### config.mk
export PLATFORM = sky130hd
export DESIGN_NAME = qtcore_scan_sequencer
export DESIGN_NICKNAME = d
export VERILOG_FILES = /design/src/rtl/qtcore_pkg.sv /design/src/rtl/qtcore_scan_shifter.sv /design/src/rtl/qtcore_scan_sequencer.sv
export SDC_FILE = /design/constraint.sdc
export NUM_CORES = 1
export LEC_CHECK = 0
export ABC_CLOCK_PERIOD_IN_PS = 1900
export BUFFER_PORTS_ARGS = -buffer_cell sky130_fd_sc_hd__buf_2
export CORE_MARGIN = 2
export CORE_UTILIZATION = 49
export DETAILED_ROUTE_END_ITERATION = 16
export GPL_ROUTABILITY_DRIVEN = 0
export PLACE_DENSITY = 0.77
export SYNTH_ARGS = -nofsm -noshare
export SYNTH_HDL_FRONTEND = slang
export SYNTH_SLANG_ARGS = --single-unit
### constraint.sdc
create_clock -name clk_in -period 1.9 [get_ports clk_in]
set_input_delay 0.19 -clock clk_in [delete_from_list [all_inputs] [get_ports clk_in]]
set_output_delay 0.19 -clock clk_in [all_outputs]
set_load 0.01 [all_outputs]
### src/rtl/qtcore_pkg.sv
// Shared definitions for the qtcore_a1 scan/run sequencer.
// Holds the sequencer state encoding, the command op codes, the scan chain
// length, and the chain field offsets so host-side code and RTL agree on
// where each core register sits in a scanned image.
package qtcore_pkg;

  localparam int QT_CHAIN_LEN = 160;

  // Scan image field offsets (bit 0 is the last bit to leave the chain).
  localparam int QT_STATE_LSB = 0;
  localparam int QT_STATE_MSB = 2;
  localparam int QT_PC_LSB    = 3;
  localparam int QT_PC_MSB    = 7;
  localparam int QT_IR_LSB    = 8;
  localparam int QT_IR_MSB    = 15;
  localparam int QT_ACC_LSB   = 16;
  localparam int QT_ACC_MSB   = 23;
  localparam int QT_MEM_BASE  = 24;
  localparam int QT_IO_LSB    = QT_CHAIN_LEN - 8;

  typedef enum logic [2:0] {
    S_IDLE, S_CRST, S_SHIFT, S_GAP, S_RUN, S_RESP
  } seq_state_t;

  typedef enum logic [1:0] {
    OP_XCHG          = 2'd0,
    OP_RUN           = 2'd1,
    OP_XCHG_RUN_XCHG = 2'd2,
    OP_RSVD          = 2'd3
  } op_t;

  // LSB of memory byte i within a scan image.
  function automatic int mem_lsb(input int i);
    return QT_MEM_BASE + 8 * i;
  endfunction

  // State entered once any core reset pulse is done.
  function automatic seq_state_t first_state(input op_t op);
    return (op == OP_RUN) ? S_RUN : S_SHIFT;
  endfunction

endpackage

### src/rtl/qtcore_scan_shifter.sv
// Scan exchange shift register.
// load_in      : parallel-load sreg from load_data_in and restart the bit count
// shift_in     : shift one bit this cycle (MSB leaves, scan_q_in enters at LSB)
// scan_q_in    : core scan_out, captured on every shift
// sreg_out     : current register contents
// scan_data_out: bit presented to the core scan_in
// done_out     : high during the final shift of a full chain exchange
module qtcore_scan_shifter
  import qtcore_pkg::*;
#(
  parameter int CHAIN_LEN = QT_CHAIN_LEN
) (
  input  logic                 clk_in,
  input  logic                 rst_n_in,
  input  logic                 load_in,
  input  logic [CHAIN_LEN-1:0] load_data_in,
  input  logic                 shift_in,
  input  logic                 scan_q_in,
  output logic [CHAIN_LEN-1:0] sreg_out,
  output logic                 scan_data_out,
  output logic                 done_out
);

  localparam int CNT_W = $clog2(CHAIN_LEN);

  logic [CHAIN_LEN-1:0] sreg;
  logic [CNT_W-1:0]     bit_cnt;

  assign done_out      = shift_in && (bit_cnt == CNT_W'(CHAIN_LEN - 1));
  assign sreg_out      = sreg;
  assign scan_data_out = sreg[CHAIN_LEN-1];

  always_ff @(posedge clk_in or negedge rst_n_in) begin
    if (!rst_n_in) begin
      sreg    <= '0;
      bit_cnt <= '0;
    end else if (load_in) begin
      sreg    <= load_data_in;
      bit_cnt <= '0;
    end else if (shift_in) begin
      sreg    <= {sreg[CHAIN_LEN-2:0], scan_q_in};
      bit_cnt <= done_out ? '0 : bit_cnt + CNT_W'(1);
    end
  end

endmodule

### src/rtl/qtcore_scan_sequencer.sv
// Command-driven scan/run sequencer for the qtcore_a1 core.
// Host side : cmd_* request (valid/ready), rsp_* result (valid/ready),
//             load_data_in image to shift in, unload_data_out captured image.
// Core side : core_rst_out, core_scan_en_out, core_scan_data_out,
//             core_proc_en_out, core_scan_q_in (scan_out, or halt when not
//             scanning).
// An exchange swaps the whole chain: the core receives load_data_in while
// the old chain contents are captured. RUN enables the processor until halt
// or the cycle limit; XCHG_RUN_XCHG chains exchange, run and a second
// exchange (shifting zeros) to read back the result.
module qtcore_scan_sequencer
  import qtcore_pkg::*;
#(
  parameter int CHAIN_LEN = QT_CHAIN_LEN,
  parameter int CYC_W     = 16
) (
  input  logic                 clk_in,
  input  logic                 rst_n_in,
  input  logic                 cmd_valid_in,
  output logic                 cmd_ready_out,
  input  logic [1:0]           cmd_op_in,
  input  logic                 cmd_core_rst_in,
  input  logic [CYC_W-1:0]     cmd_max_cycles_in,
  input  logic [CHAIN_LEN-1:0] load_data_in,
  output logic                 rsp_valid_out,
  input  logic                 rsp_ready_in,
  output logic                 rsp_halted_out,
  output logic [CYC_W-1:0]     rsp_cycles_out,
  output logic [CHAIN_LEN-1:0] unload_data_out,
  output logic                 core_rst_out,
  output logic                 core_scan_en_out,
  output logic                 core_scan_data_out,
  output logic                 core_proc_en_out,
  input  logic                 core_scan_q_in
);

  seq_state_t           state;
  op_t                  op_q;
  logic [CYC_W-1:0]     max_q;
  logic [CYC_W-1:0]     cnt_q;
  logic                 halted_q;
  logic                 second_q;   // XCHG_RUN_XCHG: run done, next exchange is the last
  logic [CHAIN_LEN-1:0] unload_q;

  logic                 sh_load, sh_done, sh_data;
  logic [CHAIN_LEN-1:0] sh_load_data, sreg;
  logic                 accept, halt_seen, run_exit, is_xrx;
  op_t                  cmd_op;

  // Reserved op code behaves as a plain exchange.
  assign cmd_op = (cmd_op_in == OP_RUN || cmd_op_in == OP_XCHG_RUN_XCHG)
                  ? op_t'(cmd_op_in) : OP_XCHG;

  assign accept    = cmd_valid_in && (state == S_IDLE);
  assign is_xrx    = (op_q == OP_XCHG_RUN_XCHG);
  // Halt is ignored for the first two run cycles while the core's scan_out
  // may still reflect stale chain data.
  assign halt_seen = (cnt_q >= CYC_W'(2)) && core_scan_q_in;
  assign run_exit  = (cnt_q == max_q) || halt_seen;

  // Second exchange of XCHG_RUN_XCHG shifts zeros in.
  assign sh_load      = accept || (state == S_RUN && run_exit && is_xrx);
  assign sh_load_data = (state == S_IDLE) ? load_data_in : '0;

  qtcore_scan_shifter #(.CHAIN_LEN(CHAIN_LEN)) u_shifter (
    .clk_in        (clk_in),
    .rst_n_in      (rst_n_in),
    .load_in       (sh_load),
    .load_data_in  (sh_load_data),
    .shift_in      (state == S_SHIFT),
    .scan_q_in     (core_scan_q_in),
    .sreg_out      (sreg),
    .scan_data_out (sh_data),
    .done_out      (sh_done)
  );

  assign cmd_ready_out      = (state == S_IDLE);
  assign rsp_valid_out      = (state == S_RESP);
  assign rsp_halted_out     = halted_q;
  assign rsp_cycles_out     = cnt_q;
  assign unload_data_out    = unload_q;
  assign core_rst_out       = (state == S_CRST);
  assign core_scan_en_out   = (state == S_SHIFT);
  assign core_scan_data_out = (state == S_SHIFT) && sh_data;
  assign core_proc_en_out   = (state == S_RUN) && !run_exit;

  always_ff @(posedge clk_in or negedge rst_n_in) begin
    if (!rst_n_in) begin
      state    <= S_IDLE;
      op_q     <= OP_XCHG;
      max_q    <= '0;
      cnt_q    <= '0;
      halted_q <= 1'b0;
      second_q <= 1'b0;
      unload_q <= '0;
    end else begin
      case (state)
        S_IDLE: if (cmd_valid_in) begin
          op_q     <= cmd_op;
          max_q    <= cmd_max_cycles_in;
          cnt_q    <= '0;
          halted_q <= 1'b0;
          second_q <= 1'b0;
          state    <= cmd_core_rst_in ? S_CRST : first_state(cmd_op);
        end
        S_CRST:  state <= first_state(op_q);
        S_SHIFT: if (sh_done) state <= S_GAP;
        S_GAP: begin
          if (is_xrx && !second_q) state <= S_RUN;
          else begin
            unload_q <= sreg;
            state    <= S_RESP;
          end
        end
        S_RUN: begin
          if (run_exit) begin
            halted_q <= halt_seen;
            if (is_xrx) begin
              second_q <= 1'b1;
              state    <= S_SHIFT;
            end else begin
              state <= S_RESP;
            end
          end else begin
            cnt_q <= cnt_q + CYC_W'(1);
          end
        end
        S_RESP:  if (rsp_ready_in) state <= S_IDLE;
        default: state <= S_IDLE;
      endcase
    end
  end

endmodule
## After elaboration in Yosys (flattened, before gate mapping)

Cells that the tools add are included.

- Add/subtract/negate cells: 2
- Multiply operators: 0
- Divide/modulo/power cells: 0
- Magnitude comparators: 1
- Eq/ne operators: 18
- Shift operators: 0
- Muxes and demuxes: 26
- Bitwise gates (word level): 1
- Reductions and logical operators: 22

Operator list:

| kind | count |
|---|---|
| 2-to-1 mux 160 bit | 3 |
| 2-to-1 mux 16 bit | 2 |
| case mux 16 bit (2 select lines) | 1 |
| 2-to-1 mux 3 bit | 8 |
| 2-to-1 mux 8 bit | 3 |
| case mux 3 bit (6 select lines) | 1 |
| adder 16 x 1 -> 16 bit (second input constant) | 1 |
| equality test 16 bit | 1 |
| >= comparator 16 x 2 -> 1 bit (second input constant) | 1 |
| != test 2 bit (second input constant) | 5 |
| adder 8 x 1 -> 8 bit (second input constant) | 1 |
| equality test 8 bit (second input constant) | 1 |
| logical AND 1 bit | 8 |
| AND reduction 4 bit | 2 |
| equality test 2 x 1 -> 1 bit (second input constant) | 3 |
| equality test 3 x 2 -> 1 bit (second input constant) | 2 |
| equality test 3 bit (second input constant) | 2 |
| AND reduction 3 bit | 2 |
| 2-to-1 mux 1 bit | 5 |
| equality test 2 bit (second input constant) | 2 |
| case mux 1 bit (2 select lines) | 2 |
| AND reduction 2 bit | 2 |
| nonzero test 2 bit | 2 |
| equality test 3 x 1 -> 1 bit (second input constant) | 1 |
| 6 further kinds | 9 |

- Register bits: 367
- Bits in latches: 0
- Memory bits (writable): 0
- ROM bits: 0
- Bits of input ports: 184
- Logic and storage cells: 79
- Memories kept: 0

## Depth between registers and ports, before layout

Gate-level depths: netlist of the first run.

- Depth after elaboration: 8
- Gate-level depth with buffers: 10
- Mapped depth without buffers: 7

## Hierarchy

A second synthesis of the first run with hierarchy kept.

- Cells, all modules: 1516
- Area total of the unflattened synthesis: 16911.2 µm²

By module, submodules not included:

| module | times used | cells each | area an instance (µm²) |
|---|---|---|---|
| qtcore_scan_sequencer | 1 | 780 | 9220.1 |
| qtcore_scan_shifter | 1 | 736 | 7691.1 |

## Worst setup path before layout of the first run

No wires, ideal clock.

- Path kind: register to register
- Start: register cnt_q[6], in the netlist rsp_cycles_out[6]
- End: register state[2]
- Setup time: 0.125 ns
- Arrival time: 1.948 ns
- Slack: -0.173 ns
- Cell stages (with the launch flop): 8
- Path buffers: 1
- Clock period less this slack: 2.073 ns
- Path through: dfrtp_1 > buf_2 > xnor2_1 > nand4_1 > nor4_4 > nor3_2 > nor3_2 > mux2_2

- Cells in the longest elaborated chain, start to end: 5
- Elaborated cells between the ends (all ways): 6
- Those cells by class: order compare (1); eq/ne (2); reduce/logical (3)

Ends and longest elaborated chain:

| element | line | source |
|---|---|---|
| start, declared | qtcore_scan_sequencer.sv:40 | `logic [CYC_W-1:0] cnt_q;` |
| start signal, assigned | qtcore_scan_sequencer.sv:125 | `cnt_q <= cnt_q + CYC_W'(1);` |
| >= comparator 16 x 2 -> 1 bit | qtcore_scan_sequencer.sv:58 | `assign halt_seen = (cnt_q >= CYC_W'(2)) && core_scan_q_in;` |
| logical AND 1 bit | qtcore_scan_sequencer.sv:58 |  |
| logical OR 1 bit * | qtcore_scan_sequencer.sv:59 | `assign run_exit = (cnt_q == max_q) \|\| halt_seen;` |
| != test 2 bit (no source line) * | -- |  |
| AND reduction 4 bit (no source line) * | -- |  |
| end signal, assigned | qtcore_scan_sequencer.sv:104 | `state <= cmd_core_rst_in ? S_CRST : first_state(cmd_op);` |
| end signal, assigned | qtcore_scan_sequencer.sv:106 | `S_CRST: state <= first_state(op_q);` |
| end, declared | qtcore_scan_sequencer.sv:37 | `seq_state_t state;` |

Mark *: on every way between the ends. The rest lies on a longest branch, timed or not.
A chain may end at the register's enable or synchronous reset.

## Worst setup path in the final report of the first run

- Start: register cnt_q[13], in the netlist rsp_cycles_out[13]
- End: register u_shifter.sreg[120], in the netlist u_shifter.sreg_out[120]

- Cells in the longest elaborated chain, start to end: 7
- Elaborated cells between the ends (all ways): 9
- Those cells by class: order compare (1); eq/ne (1); mux (1); reduce/logical (6)

Ends and longest elaborated chain:

| element | line | source |
|---|---|---|
| >= comparator 16 x 2 -> 1 bit | qtcore_scan_sequencer.sv:58 |  |
| logical AND 1 bit | qtcore_scan_sequencer.sv:58 |  |
| logical OR 1 bit * | qtcore_scan_sequencer.sv:59 |  |
| logical AND 1 bit * (2 in a row) | qtcore_scan_sequencer.sv:62 | `assign sh_load = accept \|\| (state == S_RUN && run_exit && is_xrx);` |
| logical OR 1 bit * | qtcore_scan_sequencer.sv:62 |  |
| 2-to-1 mux 160 bit / nonzero test 2 bit (equally long branches) | -- |  |
| end signal, assigned | qtcore_scan_shifter.sv:38 | `sreg <= load_data_in;` |
| end signal, assigned | qtcore_scan_shifter.sv:41 | `sreg <= {sreg[CHAIN_LEN-2:0], scan_q_in};` |
| end, declared | qtcore_scan_shifter.sv:26 | `logic [CHAIN_LEN-1:0] sreg;` |

Marks and branches as above.

==> results.py, run 1 <==
metrics = {
    "outcome": {
        "outcome": "finished, violations left",
        "violations": "negative setup slack",
    },
    "yosys": {
        "synthCells": 1338,
        "avgSynthCellArea_sq_um": 11.5,
        "synth_commonest_cells": "367 x dfrtp_1, 239 x nand2_1, 167 x nand3_1, 161 x mux2_2, 156 x a22oi_1",
        "synth_top_area_share_pct": 59.5,
        "synth_top_cells_by_area": "dfrtp_1 60%, mux2_2 12%, a22oi_1 7.6%",
        "yosys.cell_count.top_type": "dfrtp_1",
        "yosysWarningCount": 0,
        "ys_async_sr_fraction_pct": 100,
        "ys_seq_elements": 367,
        "synth_edf_count": 0,
        "ys.flop_type": "dfrtp_1",
        "synthesis.nets": 1525,
        "netlist_area_sq_um": 15400,
        "seq_area_frac_synth_pct": 59.5,
        "ys_types": 46,
        "synth_area_leader_cell": "dfrtp_1",
    },
    "global_routing": {
        "grt_pass1_wl_mm": 78.2,
        "grt_usage_pct": 29.7,
        "first_global_vias": 14500,
        "antenna_found_initial": 2,
        "grt_max_degree": 81,
        "grt-ovfl-total": 0,
    },
    "placed_design": {
        "hpwlAfterDp_mm": 28.2,
        "io_buffers": 366,
    },
    "routing": {
        "drt_iter0_markers": 1274,
        "wl_per_cell_um": 22.0,
        "drt-vias-per-instance": 5.88,
        "ant_nets": 0,
        "dr.pass1.iters": 6,
        "vias": 14000,
        "drcViolationCount": 0,
        "routed_wl_mm": 52.5,
    },
    "critical_path": {
        "cp.required_ps": 2310,
        "crit_chain": "buf_4 -> xnor2_1 -> nand4_1 -> nor4_4 -> clkbuf_16 -> buf_4 -> buf_6 -> o31ai_4 -> buf_12 -> clkbuf_16 -> nand3_1 -> nand2_1",
        "worst_path_max_delay_cell": "dfrtp_1",
        "start_kind": "register",
        "crit_fanout": 16,
        "r2r_setup_slack_ps": -480,
        "critical_path.endpoint_type": "register",
        "crit_type": "register to register",
        "critPathBufInv": 6,
        "slowest_delay_ps": 420,
        "path_delay_family": "buffers and inverters",
        "arrival_ps": 2790,
    },
    "timing": {
        "clock.fmax_mhz": 421,
        "finalHoldViolCount": 0,
        "slew_viol_final": 0,
        "period_needed_ps": 2380,
        "setup_viol": 190,
        "setup_ws_ps": -478,
        "hold_slack_ps": 13.0,
        "timing.slew.headroom_pct": 66.5,
        "rsz0062_at_grt": "yes",
        "finalCritPeriodShare_pct": 125,
        "tightest_slew_ps": 502,
        "worst_clock_skew_ps": 18.3,
    },
    "layout": {
        "syn_to_final_growth_pct": 47.3,
        "drive_gt1_share_pct": 42.6,
        "finalNetCount": 2143,
    },
    "die": {
        "fp-row-count": 64,
        "die_h_um": 181,
        "coreArea_sq_um": 30800,
        "dieArea_sq_um": 32900,
        "ios": 367,
        "dieWidth_um": 181,
        "initial_utilization_pct": 50.1,
    },
    "clocking": {
        "cts_tree": "done",
        "numCtsBuffers": 39,
        "h-tree-depth": 2,
        "clock_path_buffers": 3,
        "cts_root_buf": "clkbuf_16",
        "path_clk_slew_ps": 60,
        "clkLatencyLatePin_ps": 530,
        "numClockSinks": 367,
    },
    "power_and_ir_drop": {
        "power_uw": 38000,
        "power.density_nw_per_um2": 1670,
        "leakagePower_uw": 0.0112,
        "vdd_drop_max_v": 0.00103,
    },
    "flow_run": {
        "drv_cap": 0,
    },
    "hold_path": {
        "hp-class": "input pin to register",
    },
}
[final cells by class]
class,instances,area (sq um)
sequential,367,9190
fill,1791,8090
multi-input combinational,865,6330
timing repair buffer,675,5350
clock buffer,52,1110
tap,396,495
clock inverter,20,218
inverter,7,42.5
timing repair inverter,1,8.76
antenna,2,5.00
[timing repair]
item                                    4_1_cts  5_1_grt
cloned                                       12        6
hold buffers                                180        0
endpoints found under the setup margin      310      279
hold endpoints to repair                    222        0
pin swaps                                    16       25
gates resized for setup                      50      114
buffers inserted                             19        5
[final timing paths]
kind	to	cells past startpoint	from
hold reg to reg	second_q$_DFFE_PN0P_	2	second_q$_DFFE_PN0P_
setup / recovery	u_shifter.sreg_out[120]$_DFFE_PN0P_	12	rsp_cycles_out[13]$_DFFE_PN0P_
min in group asynchronous	max_q[0]$_DFFE_PN0P_	2	rst_n_in
hold / removal	state[0]$_DFFE_PN0P_	3	rsp_ready_in
max in group asynchronous	unload_data_out[86]$_DFFE_PN0P_	3	rst_n_in
setup reg to reg	u_shifter.sreg_out[120]$_DFFE_PN0P_	12	rsp_cycles_out[13]$_DFFE_PN0P_
[metal layers]
| layer | GRT usage (%) | vias up | wire length (um) |
|---|---|---|---|
| met1 | 36.4 | 6940 | 19500 |
| met2 | 50.9 | 857 | 26100 |
| li1 | - | 6018 | - |
| met4 | 14.7 | 0 | 2740 |
| met3 | 5.21 | 211 | 4060 |
| met5 | 0 | - | 0 |
[through the flow]
stage / worst slack, ps / TNS, ps / instances / cell area, sq um / util, %
finish: -478 / -71240 / 2385 / 22700 / 73.8
global route: -555 / -83550 / 2385 / 22700 / 73.8
CTS: -446 / -60890 / 2375 / 22100 / 71.6
detailed placement: -222 / -32600 / 2092 / 18300 / 59.4
global placement: -199 / -27430 / 2092 / 18300 / 59.4
floorplan: -73.4 / -8160 / 1338 / 15500 / -
[cells by family after synthesis]
logic type      after synthesis  share of synthesized area [%]
simple gates                476                           14.1
compound gates              189                           9.04
buf+inv                     106                           3.23
fa+ha+maj                     3                          0.243
flops                       367                           59.5
xor+xnor                     19                           1.08
mux                         178                           12.8
[sequential cells by signal (all words and copies together), names as in the netlist, 2 cells and up]
register            flops
unload_data_out       160
max_q                  16
u_shifter.bit_cnt       8
rsp_cycles_out         16
state                   3
u_shifter.sreg_out    160
op_q                    2
[worst register-to-register path: cells and delay by family, from the launching register on]
family          cells  cell delay (ps)
compound gates      1               90
xor+xnor            1              130
flops               1              420
buf+inv             6              990
simple gates        4              660
[power by group]
| group | internal [uW] | switching [uW] | total, uW |
|---|---|---|---|
| clock network | 4660 | 3220 | 7890 |
| logic | 7200 | 8100 | 15300 |
| registers | 11700 | 3150 | 14800 |
| total | 23500 | 14500 | 38000 |
[layout by cell type, fill, tap and decap left out, types with 17 or more instances in the layout]
cell	synthesis	layout
buf_2	31	365
dfrtp_1	367	362
nand2_1	239	224
dlygate4sd3_1	0	180
mux2_2	161	160
a22oi_1	156	156
nand3_1	167	96
buf_4	16	67
nand3_2	0	65
clkbuf_16	0	47
buf_12	0	22
buf_6	0	20
nor2_1	19	17
mux2i_1	17	17
(Power assumes the default switching activity.)
==> run 2, diff against run 1 <==
--- a/config.mk
+++ b/config.mk
@@ -7,11 +7,11 @@
 export LEC_CHECK = 0
 export ABC_CLOCK_PERIOD_IN_PS = 1900
 export BUFFER_PORTS_ARGS = -buffer_cell sky130_fd_sc_hd__buf_2
+export CAP_MARGIN = 10
 export CORE_MARGIN = 2
-export CORE_UTILIZATION = 49
+export CORE_UTILIZATION = 40
 export DETAILED_ROUTE_END_ITERATION = 16
 export GPL_ROUTABILITY_DRIVEN = 0
-export PLACE_DENSITY = 0.77
 export SYNTH_ARGS = -nofsm -noshare
 export SYNTH_HDL_FRONTEND = slang
 export SYNTH_SLANG_ARGS = --single-unit
==> results.py, run 2 (same netlist as run 1, synthesis figures left out) <==
metrics = {
    "timing": {
        "setup_ws_ps": -408,
        "finalCritPeriodShare_pct": 121,
        "timing.slew.headroom_pct": 68.4,
        "slew_viol_final": 0,
        "setup_viol": 187,
        "period_needed_ps": 2310,
        "rsz0062_at_grt": "yes",
        "worst_clock_skew_ps": 23.0,
        "tightest_slew_ps": 473,
        "clock.fmax_mhz": 433,
        "finalHoldViolCount": 0,
    },
    "hold_path": {
        "hp-class": "input pin to register",
    },
    "routing": {
        "dr.pass1.iters": 7,
        "ant_nets": 0,
        "drt-vias-per-instance": 5.25,
        "routed_wl_mm": 47.9,
        "drcViolationCount": 0,
        "wl_per_cell_um": 19.0,
        "vias": 13200,
        "drt_iter0_markers": 705,
    },
    "placed_design": {
        "place_ws_ps": -336,
        "dp.cells": 2212,
        "hpwlAfterDp_mm": 29.5,
        "io_buffers": 366,
    },
    "die": {
        "initial_utilization_pct": 40.8,
        "ios": 367,
        "die_h_um": 200,
        "dieArea_sq_um": 40200,
        "fp-row-count": 71,
        "coreArea_sq_um": 37800,
        "dieWidth_um": 200,
    },
    "clocking": {
        "cts_root_buf": "clkbuf_16",
        "clock_path_buffers": 3,
        "path_clk_slew_ps": 60,
        "cts_tree": "done",
        "h-tree-depth": 2,
        "numCtsBuffers": 42,
        "clkLatencyLatePin_ps": 560,
        "numClockSinks": 367,
    },
    "layout": {
        "stdcell_count": 2520,
        "register_area_sq_um": 9190,
        "final_util_pct": 61.3,
        "layout_commonest_cell": "buf_2",
        "final_cell_mix": "362 x buf_2, 360 x dfrtp_1, 233 x nand2_1",
        "drive_gt1_share_pct": 41.9,
        "multi_input_area_sq_um": 6200,
        "finalNetCount": 2162,
        "nFillCells": 3009,
        "syn_to_final_growth_pct": 50.4,
    },
    "flow_run": {
        "drv_cap": 0,
    },
    "outcome": {
        "outcome": "finished, violations left",
        "violations": "negative setup slack",
    },
    "critical_path": {
        "critical_path.endpoint_type": "output port",
        "crit_chain": "buf_4 -> nor4_4 -> a41oi_2 -> buf_4 -> nor3_4 -> buf_6 -> buf_6",
        "crit_type": "register to output port",
        "start_kind": "register",
        "cp.required_ps": 1710,
        "path_delay_family": "buffers and inverters",
        "slowest_delay_ps": 400,
        "worst_path_max_delay_cell": "dfrtp_1",
        "critPathBufInv": 4,
        "crit_fanout": 2,
        "arrival_ps": 2120,
    },
    "global_routing": {
        "grt-ovfl-total": 0,
        "antenna_found_initial": 1,
        "grt_pass1_wl_mm": 76.4,
        "first_global_vias": 13600,
        "grt_max_degree": 81,
        "grt_usage_pct": 23.7,
    },
    "power_and_ir_drop": {
        "power.density_nw_per_um2": 1630,
        "vdd_drop_max_v": 0.000850,
        "leakagePower_uw": 0.0113,
    },
}
[run 2: changes by cell type in the layout (fill, tap and decap cells not counted), sizes merged, moves of 2 or more]
cell | before | now
buf | 488 | 507
clkinv | 14 | 6
clkbuf | 59 | 65
dlygate4sd3 | 180 | 182
bufbuf | 0 | 2
[run 2: final timing paths]
path | start | depth (start not counted) | slack, ps | endpoint
max reg2reg | rsp_cycles_out[12]$_DFFE_PN0P_ | 11 | -380 | u_shifter.sreg_out[35]$_DFFE_PN0P_
min reg2reg | second_q$_DFFE_PN0P_ | 2 | 480 | second_q$_DFFE_PN0P_
min in group asynchronous | rst_n_in | 2 | 110 | unload_data_out[87]$_DFFE_PN0P_
max in group asynchronous | rst_n_in | 4 | 960 | u_shifter.sreg_out[33]$_DFFE_PN0P_
min | cmd_valid_in | 3 | 100 | state[1]$_DFFE_PN0P_
max | rsp_cycles_out[12]$_DFFE_PN0P_ | 7 | -410 | core_proc_en_out
[run 2: metrics by stage]
step           area [sq um]  TNS (ps)  hold slack, ps  total power, uW
2_1_floorplan         15500     -8160            -106            21900
3_3_place_gp          18600    -38160             125            27100
3_5_place_dp          18600    -49640             126            27500
4_1_cts               23200    -53870            71.6            38000
5_1_grt               23200    -64100             103            40300
6_report              23200    -48700             103            37900
[run 2: report_power, final]
part	leakage (uW)	switching, uW	internal, uW
Sequential	0.00446	2720	11700
Clock	0.000724	3310	5220
Combinational	0.00616	7510	7420
[run 2: timing repair]
| action | 4_1_cts | 5_1_grt |
|---|---|---|
| setup endpoints to repair | 190 | 243 |
| hold endpoints to repair | 503 | 0 |
| setup buffers | 36 | 1 |
| pin swaps | 56 | 24 |
| gates resized for setup | 136 | 11 |
| gates cloned | 17 | 0 |
| hold buffers | 182 | 0 |
[run 2: worst reg2reg max path, stage by stage (launching register included)]
cell and delay (ps):
dfrtp_1 400, buf_6 130, xnor2_2 120, nand4_1 150, nor4_4 70, buf_4 150
buf_6 120, o31ai_4 400, buf_12 230, bufbuf_16 290, nand3_1 80, nand2_1 80
[run 2: per-layer routing]
metal	routed length [um]	global-route usage, %	share of wire (%)	vias to the layer above
li1	-	-	-	6070
met5	0	0	0	-
met4	1670	9.52	3.5	0
met1	20600	31.5	43	6596
met2	23100	39.0	48	469
met3	2580	3.77	5.4	107
[run 2: layout make-up]
type | count | area share, %
flip-flops and latches | 367 | 39.6
multi-input cells | 865 | 26.7
repair buffers | 692 | 24.4
clock buffers | 64 | 5.54
well taps | 511 | 2.75
clock inverters | 13 | 0.846
inverters | 7 | 0.167
diodes | 1 | 0.0108
==> run 3, diff against run 2 <==
--- a/config.mk
+++ b/config.mk
@@ -8,6 +8,7 @@
 export ABC_CLOCK_PERIOD_IN_PS = 1900
 export BUFFER_PORTS_ARGS = -buffer_cell sky130_fd_sc_hd__buf_2
 export CAP_MARGIN = 10
+export CORE_ASPECT_RATIO = 1.1
 export CORE_MARGIN = 2
 export CORE_UTILIZATION = 40
 export DETAILED_ROUTE_END_ITERATION = 16
==> results.py, run 3 (same netlist as run 1, synthesis figures left out) <==
metrics = {
    "power_and_ir_drop": {
        "power_uw": 37100,
        "leakagePower_uw": 0.0113,
        "power.density_nw_per_um2": 1620,
        "p_int_uw": 23600,
        "p_clk_share_pct": 20.9,
        "p_seq_share_pct": 39.0,
        "vdd_drop_max_v": 0.000920,
        "p_switching_uw": 13500,
        "swShare_pct": 36.4,
        "combPwrFrac_pct": 40.1,
    },
    "clocking": {
        "clock_path_buffers": 3,
        "h-tree-depth": 2,
        "cts_root_buf": "clkbuf_16",
        "path_clk_slew_ps": 60,
        "numCtsBuffers": 41,
        "clkLatencyLatePin_ps": 560,
        "cts_tree": "done",
        "numClockSinks": 367,
    },
    "global_routing": {
        "grt-ovfl-total": 0,
        "grt_usage_pct": 23.1,
        "grt_max_degree": 65,
        "grt_pass1_wl_mm": 73.7,
        "first_global_vias": 13600,
        "antenna_found_initial": 1,
    },
    "placed_design": {
        "hpwlAfterDp_mm": 29.5,
        "dp.cells": 2199,
        "placed_area_sq_um": 18600,
        "place_ws_ps": -224,
        "io_buffers": 366,
    },
    "routing": {
        "vias": 13100,
        "ant_nets": 0,
        "routed_wl_mm": 47.5,
        "drcViolationCount": 0,
        "dr.pass1.iters": 5,
        "drt-vias-per-instance": 5.28,
        "wl_per_cell_um": 19.1,
        "drt_iter0_markers": 738,
    },
    "layout": {
        "fin_area_sq_um": 23000,
        "register_area_sq_um": 9190,
        "drive_gt1_share_pct": 43.4,
        "finalNetCount": 2145,
        "final_cell_mix": "364 x buf_2, 359 x dfrtp_1, 227 x nand2_1",
        "multi_input_area_sq_um": 6440,
        "layout_commonest_cell": "buf_2",
        "syn_to_final_growth_pct": 49.0,
        "stdcell_count": 2488,
        "nFillCells": 3063,
    },
    "hold_path": {
        "min_delay_path_depth": 3,
        "hp-class": "input pin to register",
    },
    "outcome": {
        "violations": "negative setup slack",
        "outcome": "finished, violations left",
    },
    "critical_path": {
        "start_kind": "register",
        "crit_type": "register to register",
        "crit_fanout": 3,
        "cp.required_ps": 2330,
        "slowest_delay_ps": 470,
        "arrival_ps": 2650,
        "crit_top_cell": "buf_6",
        "critical_path.endpoint_type": "register",
        "worst_path_max_delay_cell": "or4_4",
        "ff2ff_path_depth": 12,
        "crit_chain": "buf_6 -> xnor2_2 -> nand4_1 -> nor4_4 -> buf_6 -> buf_6 -> buf_6 -> buf_6 -> buf_6 -> or4_4 -> xor2_1 -> nor2_1",
    },
    "timing": {
        "hold_slack_ps": 128,
        "finalCritPeriodShare_pct": 117,
        "tightest_slew_ps": 516,
        "period_needed_ps": 2230,
        "finalHoldViolCount": 0,
        "timing.slew.headroom_pct": 65.6,
        "slew_viol_final": 0,
        "rsz0062_at_grt": "yes",
        "clock.fmax_mhz": 449,
        "setup_ws_ps": -327,
        "worst_clock_skew_ps": 23.9,
        "setup_viol": 181,
    },
    "die": {
        "dieWidth_um": 191,
        "ios": 367,
        "coreArea_sq_um": 38100,
        "initial_utilization_pct": 40.5,
        "fp-row-count": 75,
        "die_h_um": 210,
        "dieArea_sq_um": 40200,
    },
    "flow_run": {
        "drv_cap": 0,
    },
}
run 3: cell type report:
class / count / share of cell area (%)
Timing Repair Buffer: 676 / 23.3
Multi-Input combinational cell: 865 / 28.0
Clock buffer: 64 / 5.32
Clock inverter: 8 / 0.435
Sequential cell: 367 / 40.0
Inverter: 7 / 0.169
Tap cell: 500 / 2.72
Antenna cell: 1 / 0.0109
run 3: power by group through the flow:
stage	clock (uW)	sequential (uW)	combinational [uW]
2_1_floorplan	0	14400	7460
3_3_place_gp	0	14100	12900
3_5_place_dp	0	14300	13200
4_1_cts	7980	14300	14700
5_1_grt	8300	14900	16300
6_report	7770	14500	14900
run 3: critical path: cells and delay by family, from the launching register on:
kind          cells  cell delay, ps
buf+inv           6             700
xor+xnor          2             270
simple gates      4             730
flops             1             410
run 3: metrics by stage:
step           setup TNS (ps)  utilization, %
6_report               -39560            60.3
5_1_grt                -60730            60.3
4_1_cts                -61080            59.7
3_5_place_dp           -30650            48.7
3_3_place_gp           -25690            48.7
2_1_floorplan           -8160               -
run 3: what timing repair did:
action	CTS	global route
hold endpoints to repair	244	0
pin swaps	81	54
cloned	12	2
endpoints found under the setup margin	186	282
gates resized for setup	103	72
hold buffers	182	0
buffers inserted	25	7
run 3: worst paths after layout:
path / from / end / slack (ps)
worst min-delay path: cmd_valid_in / state[1]$_DFFE_PN0P_ / 130
worst max register to register: rsp_cycles_out[12]$_DFFE_PN0P_ / rsp_cycles_out[10]$_DFFE_PN0P_ / -330
worst min register to register: second_q$_DFFE_PN0P_ / second_q$_DFFE_PN0P_ / 470
worst max-delay path: rsp_cycles_out[12]$_DFFE_PN0P_ / rsp_cycles_out[10]$_DFFE_PN0P_ / -330
min in group asynchronous: rst_n_in / unload_data_out[88]$_DFFE_PN0P_ / 160
max in group asynchronous: rst_n_in / unload_data_out[52]$_DFFE_PN0P_ / 910
run 3: metal layers:
metal  vias up  part of all wire, %  track usage [%]
met4         0                  4.2             10.1
met1      6577                   42             30.3
met3       120                  5.2             3.61
met2       429                   49             37.8
li1       6018                    -                -
met5         -                    0                0
